## config.mk

```make
export PLATFORM = sky130hd
export DESIGN_NAME = spi_slave
export DESIGN_NICKNAME = d
export VERILOG_FILES = /design/src/rtl/spi_slave.sv
export SDC_FILE = /design/constraint.sdc
export NUM_CORES = 1
export LEC_CHECK = 0
export ABC_CLOCK_PERIOD_IN_PS = 2950
export CORE_MARGIN = 2
export CORE_UTILIZATION = 40
export DETAILED_ROUTE_END_ITERATION = 7
export PLACE_DENSITY = 0.64
export REMOVE_ABC_BUFFERS = 1
export SYNTH_ARGS = -nofsm -noshare
export SYNTH_HDL_FRONTEND = slang
export SYNTH_SLANG_ARGS = --single-unit
```

## constraint.sdc

```tcl
create_clock -name clk -period 2.95 [get_ports clk]
set_input_delay 0.4425 -clock clk [delete_from_list [all_inputs] [get_ports clk]]
set_output_delay 0.4425 -clock clk [all_outputs]
set_load 0.01 [all_outputs]
```

## src/rtl/spi_slave.sv

```systemverilog
// SPI mode-0 slave, oversampled by the system clock.
// The SPI pins pass through 2-flop synchronizers plus an edge-detect stage.
// The shifters and the FSM all run in the clk domain, so spi_clk must stay
// high and low for at least 4 clk periods each.
// A one-word holding register supplies the next transmit word. A strobe
// reports each finished transaction.
module spi_slave #(
  parameter int TX_BITS = 8,
  parameter int RX_BITS = 8
) (
  input  logic                                 clk,
  input  logic                                 reset_n,
  input  logic                                 spi_clk,
  input  logic                                 spi_cs,
  input  logic                                 spi_mosi,
  output logic                                 spi_miso,
  output logic                                 spi_miso_oe,
  input  logic [TX_BITS-1:0]                   tx_data,
  input  logic                                 stb_wr,
  output logic                                 tx_full,
  output logic [RX_BITS-1:0]                   rx_data,
  output logic [$clog2(TX_BITS+RX_BITS):0]     rx_len,
  output logic                                 stb_rdy,
  output logic                                 tx_underrun
);

  localparam int LEN_W = $clog2(TX_BITS + RX_BITS) + 1;

  typedef enum logic [1:0] {
    WAIT_IDLE,
    IDLE,
    ACTIVE,
    DONE
  } state_t;

  state_t             state;
  logic [2:0]         cs_sync;    // [0] first flop, [2] edge-detect stage
  logic [2:0]         sclk_sync;
  logic [1:0]         mosi_sync;
  logic [1:0]         settle;     // counts the synchronizer flush after reset
  logic [TX_BITS-1:0] hold;
  logic [TX_BITS-1:0] tx_sh;
  logic [RX_BITS-1:0] rx_sh;
  logic [LEN_W-1:0]   bit_cnt;

  logic cs_fall, cs_rise, sclk_rise, sclk_fall, mosi_s;

  // Synchronize the SPI pins, resetting to the idle bus levels (cs high, clk low).
  // NOTE: sequential state uses non-blocking (<=) so every flop samples pre-edge values.
  always_ff @(posedge clk or negedge reset_n) begin
    if (!reset_n) begin
      cs_sync   <= 3'b111;
      sclk_sync <= 3'b000;
      mosi_sync <= 2'b00;
    end else begin
      cs_sync   <= {cs_sync[1:0], spi_cs};
      sclk_sync <= {sclk_sync[1:0], spi_clk};
      mosi_sync <= {mosi_sync[0], spi_mosi};
    end
  end

  // Compare the second and third stages. mosi_sync[1] is the same age as
  // sclk_sync[1], so it holds the bit the master put up for this edge.
  assign cs_fall   =  cs_sync[2]   & ~cs_sync[1];
  assign cs_rise   = ~cs_sync[2]   &  cs_sync[1];
  assign sclk_rise = ~sclk_sync[2] &  sclk_sync[1];
  assign sclk_fall =  sclk_sync[2] & ~sclk_sync[1];
  assign mosi_s    =  mosi_sync[1];

  // MISO is driven only while a transaction is active.
  assign spi_miso = spi_miso_oe & tx_sh[TX_BITS-1];

  // Transaction FSM together with its shifters, holding register and status flags.
  // NOTE: every register here, including the data holding register, is reset so
  // that nothing leaks out of the pads or status ports right after reset.
  always_ff @(posedge clk or negedge reset_n) begin
    if (!reset_n) begin
      state       <= WAIT_IDLE;
      settle      <= '0;
      hold        <= '0;
      tx_full     <= 1'b0;
      tx_underrun <= 1'b0;
      tx_sh       <= '0;
      rx_sh       <= '0;
      bit_cnt     <= '0;
      rx_data     <= '0;
      rx_len      <= '0;
      stb_rdy     <= 1'b0;
      spi_miso_oe <= 1'b0;
    end else begin
      stb_rdy <= 1'b0;
      if (settle != 2'd3) settle <= settle + 2'd1;

      case (state)
        // Until the synchronizers have flushed their reset values, cs reads
        // high no matter what the pin is doing. Waiting for a real cs-high
        // lets any transaction in flight at reset release pass unanswered.
        WAIT_IDLE: begin
          if (settle == 2'd3 && cs_sync[2]) state <= IDLE;
        end

        IDLE: begin
          if (cs_fall) begin
            state       <= ACTIVE;
            spi_miso_oe <= 1'b1;
            tx_sh       <= tx_full ? hold : '0;
            if (!tx_full) tx_underrun <= 1'b1;
            tx_full     <= 1'b0;
            rx_sh       <= '0;
            bit_cnt     <= '0;
          end
        end

        ACTIVE: begin
          if (cs_rise) begin
            state       <= DONE;
            spi_miso_oe <= 1'b0;
            tx_sh       <= '0;
            rx_data     <= rx_sh;
            rx_len      <= bit_cnt;
            stb_rdy     <= 1'b1;
          end else begin
            if (sclk_rise) begin
              rx_sh <= (rx_sh << 1) | RX_BITS'(mosi_s);
              if (bit_cnt != '1) bit_cnt <= bit_cnt + LEN_W'(1);
            end
            if (sclk_fall) tx_sh <= tx_sh << 1;
          end
        end

        DONE: state <= IDLE;

        default: state <= WAIT_IDLE;
      endcase

      // Placed after the FSM, so a write coinciding with the load overrides the
      // load's tx_full clear. The new word waits for the next transaction.
      if (stb_wr) begin
        hold        <= tx_data;
        tx_full     <= 1'b1;
        tx_underrun <= 1'b0;
      end
    end
  end

endmodule
```

==> metrics.md <==
| Metric | Value |
|---|---|
| Tot Pwr | `2.38 mW` |
| DR vias | `1,587` |
| Fill count | `533` |
| Die W | `83.3 µm` |
| Finished Core Util | `51.0%` |
| Peak supply drop | `0.000362 V` |
| Slew headroom | `60.3%` |
| Initial drt markers | `81` |
| Critical Path Start Type | `register` |
| Antenna diodes | `0` |
| Depth of the worst register-to-register path | `7` |
| Number of I/O port buffers | `31` |
| Reg-to-reg slack, setup | `0.76 ns` |
| Critical path data arrival time | `2.39 ns` |
| Drt drc | `0` |
| Post-CTS setup buffers | `0` |
| Post-Synthesis Cells | `198` |
| Setup TNS | `0 ns` |
| First-pass GRT wire length | `7430 µm` |
| Clock buffer depth | `2` |
| Later-pin clock latency in the skew report | `0.33 ns` |
| Hold crit path type | `input pin to asynchronous set/reset pin` |
| Hold slack | `0.0469 ns` |
| Crit-path leading delay family | `compound AO/OA/AOI/OAI gates` |
| CP Max Fanout | `14` |
| Ys Warns | `0` |
| Synth Cell Area | `0.00251 mm²` |
| Drt via density | `5.09` |
| Nets | `254` |
| # clock sinks | `58` |
| Initial Util | `42.0%` |
| Post-synthesis sequential area ratio | `57.9%` |
| Reg clk slew, reported paths | `0.06 ns` |
| Reg2reg start | `state[0]` |
| Critical path type | `register to register` |
| Fraction of layout cells with a size suffix above 1 | `22.8%` |
| Final WL | `4280 µm` |
| Fmax achieved | `457 MHz` |
| Crit path time final | `2.19 ns` |
| Number of global-route vias before repair | `1,565` |
| Syn_area_per_cell | `12.7 µm²` |
| Gr usage total | `13.6%` |
| Pwr/cell area | `777 mW/mm²` |
| # resized after CTS | `0` |
| Core area | `0.00599 mm²` |
| Worst Setup End Kind | `register` |
| Std-Cell Rows | `28` |
| Most frequent cells in the layout | `dfrtp_1 (55), clkdlybuf4s50_1 (30), mux2_2 (27), o21ai_0 (22), nand2_1 (13)` |
| Antenna-violating nets left | `0` |
| DPL Wire Length | `2950 µm` |
| # IOs | `32` |
| Crit-path slowest cell | `a21oi_2` |
| Worst path cell trace | `inv_1 > ha_1 > buf_4 > nand2b_1 > a21oi_2 > or2_4 > o221ai_1` |
| H-tree levels | `3` |
| Pre-CTS setup slack | `0.755 ns` |
| Commonest non-fill, non-tap cell in the layout | `dfrtp_1` |
| Syn-to-layout area delta | `21.6%` |
| Synth cell types | `38` |
| Final period util | `74.2%` |
| DR pass1 iterations | `4` |
| Routability cong. | `0.758` |
| Worst Path Required | `3.15 ns` |
| MaxCap Viol Count | `0` |
| Leakage | `1.34 nW` |
| Reg2Reg Capture Point | `bit_cnt[2]` |
| Largest net degree at the start of global routing | `40` |
| Worst slew pin tran | `0.594 ns` |
| Initial antenna violation count | `0` |
| Num CTS Buffers | `9` |
| Setup-failing EPs final | `0` |
| CP peak stage delay | `0.41 ns` |
| Unrepaired setup endpoints after global routing | `false` |
| Critical path buffers and inverters | `2` |
| Post-CTS Hold Fix Bufs | `0` |
| Fin. max-slew vios | `0` |
| CTS root buffer | `clkbuf_8` |
| Worst-case clock skew | `0.00590 ns` |
| Final Hold Fails | `0` |
| CTS tree | `yes` |
| Die area | `0.00693 mm²` |
| Die height | `83.3 µm` |
| Status | `finished, final reports clean` |
| GR Overflow Total | `0` |
| Setup WS post-layout | `0.763 ns` |
| Synthesized flop and latch total | `58` |
| Mean routed wirelength per cell | `13.7 µm` |
-- cells in the mapped netlist --
cell       n  share of area [%]
o221ai_1   1               0.35
or2_2      1               0.25
and3_1     1               0.25
a31oi_4    1               0.85
dfstp_2    3                3.1
nand3_1    3               0.60
nand2b_4   1               0.55
a22o_1     8                2.8
a211oi_2   1               0.50
o221ai_2   1               0.60
o31ai_1    3               0.90
xnor2_1    1               0.35
inv_1     10                1.5
buf_6      3                1.3
a21boi_0   1               0.30
and2_1     1               0.25
o21ai_0   22                4.4
dfrtp_1   55                 55
nor2b_1    5                1.2
nand4b_1   1               0.35
a21oi_2    1               0.35
nand2_1   13                1.9
nand2b_1   3               0.75
or2_4      1               0.35
mux2i_1    3                1.2
mux2_2    27                 12
ha_1       7                3.5
a21o_1     1               0.30
buf_1      1               0.15
clkbuf_1   4               0.60
nor2_1     4               0.60
o311ai_1   3                1.0
o32ai_1    1               0.35
buf_2      1               0.20
nand2_2    1               0.25
a21oi_1    1               0.20
nand3b_1   2               0.60
o41ai_1    1               0.35
-- per-layer routing --
layer / track usage (%) / vias to the layer above / share of wire, %
li1: - / 770 / -
met1: 17.2 / 765 / 46
met2: 20.2 / 43 / 47
met3: 5.57 / 9 / 5.8
met4: 6.26 / 0 / 1.3
met5: 0 / - / 0
-- layout make-up --
type                            count  area (µm²)  area share (%)
Multi-Input combinational cell    121         963            31.5
Timing Repair Buffer               33         320            10.5
Inverter                           10        37.5            1.23
Tap cell                           75        93.8            3.07
Sequential cell                    58        1460            47.6
Clock inverter                      3        40.0            1.31
Clock buffer                       12         145            4.75
-- flip-flops by register name, indices dropped and copies added, names as in the netlist --
name and cells:
tx_sh 8, rx_sh 8, sclk_sync 3, settle 2
state 2, stb_rdy 1, mosi_sync 2, hold 8
cs_sync 3, spi_miso_oe 1, rx_len 5, tx_underrun 1
bit_cnt 5, tx_full 1, rx_data 8
-- where the power goes --
part / internal, mW / switching [mW] / total (mW)
Clock: 0.406 / 0.286 / 0.692
Sequential: 0.920 / 0.0762 / 0.996
Combinational: 0.318 / 0.369 / 0.687
-- kinds of logic (layout without fill, tap and decap cells) --
| kind of cell | after synthesis | after routing | synth area share (%) |
|---|---|---|---|
| and+or+nand+nor | 37 | 37 | 7.96 |
| adders and majority gates | 7 | 7 | 3.48 |
| DFF | 58 | 58 | 57.9 |
| muxes | 30 | 30 | 13.3 |
| xor gates and xnor gates | 1 | 1 | 0.348 |
| buffers and inverters | 19 | 58 | 3.78 |
| AOI/OAI and AO/OA | 46 | 46 | 13.2 |
-- worst max path at each step --
stage | startpoint | end | slack [ns] | depth (start not counted)
detailed placement | state[0] | bit_cnt[2] | 0.76 | 7
CTS | state[0] | bit_cnt[2] | 0.75 | 7
global placement | state[0] | bit_cnt[2] | 0.84 | 7
floorplan | state[0] | bit_cnt[2] | 0.94 | 6
global route | state[0] | bit_cnt[0] | 0.57 | 7
finish | state[0] | bit_cnt[2] | 0.76 | 7
-- stage by stage --
step,cell area [µm²],instances
2_1_floorplan,2460,189
3_3_place_gp,2870,297
3_5_place_dp,2870,297
4_1_cts,3060,312
5_1_grt,3060,312
6_report,3060,312
(Power assumes the default switching activity.)
